===== config.mk =====
export PLATFORM = sky130hd
export DESIGN_NAME = sram_controller
export DESIGN_NICKNAME = d
export VERILOG_FILES = /design/src/rtl/sram_controller_pkg.sv /design/src/rtl/sram_wait_counter.sv /design/src/rtl/sram_controller.sv
export SDC_FILE = /design/constraint.sdc
export NUM_CORES = 1
export LEC_CHECK = 0
export CAP_MARGIN = 10
export CORE_MARGIN = 10
export CORE_UTILIZATION = 35
export CTS_CLUSTER_SIZE = 28
export DETAILED_ROUTE_END_ITERATION = 6
export PLACE_DENSITY = 0.65
export SLEW_MARGIN = 5
export SYNTH_ARGS = -nofsm -noshare
export SYNTH_HDL_FRONTEND = slang
export SYNTH_SLANG_ARGS = --single-unit

===== constraint.sdc =====
create_clock -name clk -period 1.8 [get_ports clk]
set_input_delay 0.36 -clock clk [delete_from_list [all_inputs] [get_ports clk]]
set_output_delay 0.36 -clock clk [all_outputs]
set_load 0.01 [all_outputs]

===== src/rtl/sram_controller_pkg.sv =====
// ============================================================================
// Module      : sram_controller_pkg
// Description : Shared widths, state encoding and address helper for the
//               32-bit-over-16-bit SRAM data-memory controller.
// Revision    : 1.0 - initial release
// ============================================================================
`default_nettype none

package sram_controller_pkg;

    localparam int REGISTER_LEN   = 32;
    localparam int SRAM_ADDR_LEN  = 18;
    localparam int SRAM_DATA_LEN  = 16;
    localparam int SRAM_INDEX_LEN = SRAM_ADDR_LEN - 1;

    typedef enum logic [1:0] {
        ST_IDLE = 2'd0,
        ST_LO   = 2'd1,
        ST_HI   = 2'd2,
        ST_DONE = 2'd3
    } sram_state_t;

    // Each word occupies two consecutive halfword locations, low half first.
    function automatic logic [SRAM_ADDR_LEN-1:0] halfword_addr(
        input logic [SRAM_INDEX_LEN-1:0] index,
        input logic                      hi
    );
        return {index, hi};
    endfunction

endpackage

`default_nettype wire


===== src/rtl/sram_wait_counter.sv =====
// ============================================================================
// Module      : sram_wait_counter
// Description : Loadable down-counter; last is high while the count is zero.
// Revision    : 1.0 - initial release
// ============================================================================
`default_nettype none

module sram_wait_counter #(
    parameter int WIDTH = 3
) (
    input  logic             clk,
    input  logic             rst,
    input  logic             load,
    input  logic [WIDTH-1:0] load_value,
    output logic             last
);

    logic [WIDTH-1:0] r_count;

    always_ff @(posedge clk) begin
        if (rst) begin
            r_count <= '0;
        end else if (load) begin
            r_count <= load_value;
        end else if (r_count != '0) begin
            r_count <= r_count - 1'b1;
        end
    end

    assign last = (r_count == '0);

endmodule

`default_nettype wire


===== src/rtl/sram_controller.sv =====
// ============================================================================
// Module      : sram_controller
// Description : MEM-stage data memory responder; each 32-bit word is executed
//               as two 16-bit async SRAM accesses. Optional SRAM_RANGE_CHECK_EN.
// Revision    : 1.0 - initial release
// ============================================================================
`default_nettype none

module sram_controller
    import sram_controller_pkg::*;
#(
    parameter int unsigned BASE_ADDR  = 1024,
    parameter int unsigned SRAM_WAIT  = 5,
    parameter int unsigned SRAM_WORDS = 65536
) (
    input  logic                     clk,
    input  logic                     rst,
    input  logic                     rd_en,
    input  logic                     wr_en,
    input  logic [REGISTER_LEN-1:0]  address,
    input  logic [REGISTER_LEN-1:0]  write_data,
    output logic [REGISTER_LEN-1:0]  read_data,
    output logic                     ready,
    output logic [SRAM_ADDR_LEN-1:0] sram_addr,
    output logic [SRAM_DATA_LEN-1:0] sram_dq_out,
    input  logic [SRAM_DATA_LEN-1:0] sram_dq_in,
    output logic                     sram_dq_oe,
    output logic                     sram_we_n
);

    localparam int CNT_W = $clog2(SRAM_WAIT);
    localparam logic [CNT_W-1:0] C_WAIT_LOAD = CNT_W'(SRAM_WAIT - 1);

    sram_state_t r_state, w_next_state;

    logic                      r_is_write;
    logic [SRAM_INDEX_LEN-1:0] r_index;
    logic [REGISTER_LEN-1:0]   r_wdata;
    logic [SRAM_DATA_LEN-1:0]  r_lo_half;
    logic [REGISTER_LEN-1:0]   r_read_data;

    logic [REGISTER_LEN-1:0]   w_offset;
    logic                      w_req;
    logic                      w_in_range;
    logic                      w_counter_load;
    logic                      w_last;
    logic                      w_unused;

    assign w_offset = address - REGISTER_LEN'(BASE_ADDR);
    assign w_req    = rd_en | wr_en;

`ifdef SRAM_RANGE_CHECK_EN
    assign w_in_range = (address >= REGISTER_LEN'(BASE_ADDR)) &&
                        ({2'b00, w_offset[REGISTER_LEN-1:2]} < REGISTER_LEN'(SRAM_WORDS));
`else
    // No check: upper index bits are dropped, so addresses wrap over the SRAM.
    assign w_in_range = 1'b1;
`endif

    assign w_unused = ^{w_offset[REGISTER_LEN-1:SRAM_INDEX_LEN+2], w_offset[1:0],
                        REGISTER_LEN'(SRAM_WORDS)};

    sram_wait_counter #(
        .WIDTH      (CNT_W)
    ) u_wait_counter (
        .clk        (clk),
        .rst        (rst),
        .load       (w_counter_load),
        .load_value (C_WAIT_LOAD),
        .last       (w_last)
    );

    always_ff @(posedge clk) begin
        if (rst) begin
            r_state <= ST_IDLE;
        end else begin
            r_state <= w_next_state;
        end
    end

    always_comb begin
        w_next_state   = r_state;
        w_counter_load = 1'b0;
        ready          = 1'b0;
        sram_addr      = halfword_addr(r_index, 1'b0);
        sram_dq_out    = '0;
        sram_dq_oe     = 1'b0;
        sram_we_n      = 1'b1;
        case (r_state)
            ST_IDLE: begin
                ready = !w_req;
                if (w_req) begin
                    if (w_in_range) begin
                        w_next_state   = ST_LO;
                        w_counter_load = 1'b1;
                    end else begin
                        w_next_state   = ST_DONE;
                    end
                end
            end
            ST_LO: begin
                if (r_is_write) begin
                    sram_dq_oe  = 1'b1;
                    sram_dq_out = r_wdata[SRAM_DATA_LEN-1:0];
                    // Strobe rises on the final cycle so data/address are stable at the edge.
                    sram_we_n   = w_last;
                end
                if (w_last) begin
                    w_next_state   = ST_HI;
                    w_counter_load = 1'b1;
                end
            end
            ST_HI: begin
                sram_addr = halfword_addr(r_index, 1'b1);
                if (r_is_write) begin
                    sram_dq_oe  = 1'b1;
                    sram_dq_out = r_wdata[REGISTER_LEN-1:SRAM_DATA_LEN];
                    sram_we_n   = w_last;
                end
                if (w_last) begin
                    w_next_state = ST_DONE;
                end
            end
            ST_DONE: begin
                ready        = 1'b1;
                w_next_state = ST_IDLE;
            end
            default: begin
                w_next_state = ST_IDLE;
            end
        endcase
    end

    always_ff @(posedge clk) begin
        if (rst) begin
            r_is_write  <= 1'b0;
            r_index     <= '0;
            r_wdata     <= '0;
            r_lo_half   <= '0;
            r_read_data <= '0;
        end else begin
            if (r_state == ST_IDLE && w_req) begin
                r_is_write <= wr_en;
                r_index    <= w_offset[SRAM_INDEX_LEN+1:2];
                r_wdata    <= write_data;
                if (!w_in_range && !wr_en) begin
                    r_read_data <= '0;
                end
            end
            if (r_state == ST_LO && w_last && !r_is_write) begin
                r_lo_half <= sram_dq_in;
            end
            if (r_state == ST_HI && w_last && !r_is_write) begin
                r_read_data <= {sram_dq_in, r_lo_half};
            end
        end
    end

    assign read_data = r_read_data;

endmodule

`default_nettype wire


==> results.md <==
- Status: finished with violations
- Violations in the final reports: setup timing
- Count of warnings emitted by yosys: 0
- Area fraction of the dominant cell type after synthesis: 0.507
- Smallest hold slack: 0.446 ns
- Post-route antenna net violation count: 0
- Total Die Area: 0.0163 mm²
- Most frequent cells after synthesis: sky130_fd_sc_hd__nand2_1, sky130_fd_sc_hd__dfxtp_1, sky130_fd_sc_hd__a21oi_1, sky130_fd_sc_hd__nor2_1, sky130_fd_sc_hd__a22oi_1
- Setup crit end kind: primary output
- Violation count after the first detailed-route iteration: 218
- Beginning of the worst register-to-register path: r_state[0]
- Most used DFF post-synth: sky130_fd_sc_hd__dfxtp_1
- Cell with the most instances after synthesis: sky130_fd_sc_hd__nand2_1
- Per-instance average area after synthesis: 7.84 µm²
- Drt via density: 4.90
- Total I/O pin count: 153
- Number of search-and-repair iterations in the first detailed-routing pass: 4
- Std-Cell Core Area: 0.0114 mm²
- Number of nets produced by synthesis: 611
- Pin count of the biggest net entering global routing: 44
- Max rail drop VDD: 0.790 mV
- # rows: 39
- Sum of overflow across all layers after global routing: 0
- Library cell occupying the most area in the post-synthesis netlist: sky130_fd_sc_hd__dfxtp_1
- Achievable frequency: 517 MHz
- Skew-Pair Late Insertion Delay: 0.36 ns
- Leak: 2.33 nW
- Detailed-route via count: 3995
- Maximum Capacitance Violations: 0
- Clock buffer count from CTS: 9
- Worst setup startpoint: r_state[0]
- Sink count of the clock tree: 103
- Number of slew-limit violations in the final report: 0
- Count of unresolved DRC violations after routing: 0
- Global placer's final weighted congestion: 0.773
- Endpoint of the most critical setup path: sram_dq_out[14]
- Hold WC Path Type: in2reg
- WP data required: 1.44 ns
- Width of the die: 128 µm
- Synthesized netlist cell count: 519
- Total of flip-flops plus latches after synthesis: 103
- Critical path class: reg2out
- Vias in the first global route: 3975
- Detailed placer's ending HPWL: 8650 µm
- Main area contributors after synthesis: sky130_fd_sc_hd__dfxtp_1, sky130_fd_sc_hd__nand2_1, sky130_fd_sc_hd__a21oi_1, sky130_fd_sc_hd__nor2_1, sky130_fd_sc_hd__a22oi_1
- Share of the yosys chip area belonging to registers: 0.507
- Area overhead of the layout relative to synthesis: 56.5%
- Number of buffers on the longest clock path: 2
- R2R Path End: r_lo_half[3]
- Slack of the worst reg-to-reg path: 0.10 ns
- Unrepaired setup endpoints after global routing: yes
- Share of the clock period used by the worst path: 1.07
- First-pass GRT wire length: 19700 µm
- Total standard cell area after synthesis: 0.00407 mm²
- Combined buffer and inverter count along the critical path: 3
- Category of the worst setup path launch point: flop
- Starting utilization of the core area: 0.356
- Final Hold Viols: 0
- Cell chain of the critical path: inv_4 > ha_4 > nand2_4 > clkbuf_16 > nor2_1 > buf_2
- Master cell of the clock root buffer: sky130_fd_sc_hd__clkbuf_16
- Level count of the clock H-tree: 3
- Final nets: 759
- Maximum fanout count along the critical path: 8
- Longest individual stage delay on the worst path: 0.37 ns
- Clock skew: 0.00993 ns
- Tot GR Track Use: 0.145
- Transition time at the pin with the least slew margin: 0.459 ns
- Share of cells above drive strength 1: 0.183
- Critical-path top delay cell: sky130_fd_sc_hd__dfxtp_2
- Port Buf Inserts: 137
- Pre-CTS setup slack: -0.401 ns
- Number of diodes added for antenna fixing: 0
- Drt total wl: 12700 µm
- Number of synthesized flops with an enable pin: 0
- Die Y: 128 µm
- Kind of cell adding the most delay to the critical path: buffers and inverters
- Final Setup Violations: 18
- Async S/R FF share, synth: 0
- Clock transition at the registers of the reported paths: 0.08 ns
- Number of antenna violations at the first check in global routing: 0
- Routed wire length per instance: 15.6 µm
- Number of stages on the worst setup path: 6
- Final worst path period need: 1.93 ns
- Layout Utilization: 0.558
- CTS tree: done
- Headroom to the max-slew limit: 0.694
- PwrDens: 1340 mW/mm²
- Data arrival time at the worst-slack endpoint: 1.57 ns
- Post-synth cell types: 31
- Depth of the most critical reg-to-reg path: 9
- Smallest setup slack after layout: -0.134 ns
[routing by layer]
| metal | up-vias | track usage | wire [µm] |
|---|---|---|---|
| met3 | 14 | 0.0641 | 1090 |
| met2 | 120 | 0.231 | 5940 |
| met5 | - | 0 | 0 |
| met4 | 0 | 0.0364 | 142 |
| li1 | 2007 | - | - |
| met1 | 1854 | 0.176 | 5530 |
[cell type report]
cell class	instances	area (µm²)
Tap cell	143	179
Sequential cell	103	2060
Multi-Input combinational cell	372	1990
Timing Repair Buffer	173	1800
Fill cell	1064	5050
Inverter	8	35.0
Clock inverter	7	76.3
Clock buffer	9	225
[kinds of logic (layout without fill, tap and decap cells)]
group                      count (synthesis)  count (layout)  share of synthesized area
muxes                                      2               2                    0.00523
AOI/OAI and AO/OA                        122             122                      0.169
and+or+nand+nor                          234             234                      0.233
DFF                                      103             103                      0.507
xor gates and xnor gates                   6               6                     0.0129
buffers and inverters                     44             197                     0.0489
adders and majority gates                  8               8                     0.0246
[state kept, by name, indices dropped and copies added, names as in the netlist]
name and count:
r_wdata 32, r_index 17, u_wait_counter.r_count 3, r_is_write 1
r_state 2, r_lo_half 16, read_data 32
[report_power, final]
part / switching, mW / internal, mW / total, mW
sequential: 0.295 / 2.76 / 3.06
combinational: 1.76 / 1.74 / 3.51
clock: 0.959 / 0.985 / 1.94
total: 3.02 / 5.49 / 8.51
[metrics by stage]
stage	TNS, ns	power [mW]	cell area [µm²]	std cells
after floorplan	0	4.64	4070	519
after global placement	-2.97	5.99	5810	792
after detailed placement	-6.00	6.09	5810	792
after CTS	-1.42	8.26	6160	810
after global routing	-2.73	9.04	6370	815
final	-1.66	8.51	6370	815
[cells in the final DEF (no fill, tap or decap), drive strengths merged, types with 3 or more instances in the layout]
cell type / count
nand2: 185
clkdlybuf4s50: 116
dfxtp: 103
a21oi: 92
buf: 52
nor2: 34
a22oi: 16
clkbuf: 13
inv: 12
a211oi: 9
ha: 8
nor3: 5
xnor2: 4
nand2b: 3
clkinv: 3
[how the worst min path moves through the flow]
stage               slack, ns     startpoint            end  depth (start not counted)
floorplan                0.43   r_lo_half[0]   read_data[0]                          2
global placement         0.44  r_lo_half[11]  read_data[11]                          2
detailed placement       0.45  r_lo_half[11]  read_data[11]                          2
CTS                      0.45            rst     r_state[1]                          2
global route             0.47     r_index[3]     r_index[3]                          2
finish                   0.45            rst     r_state[1]                          2
[what timing repair did]
item	CTS	global route
pin swaps	8	10
hold buffers	0	0
resized for setup	103	31
cloned	1	4
setup endpoints to repair	20	34
setup buffers	1	2
(Power assumes the default switching activity.)
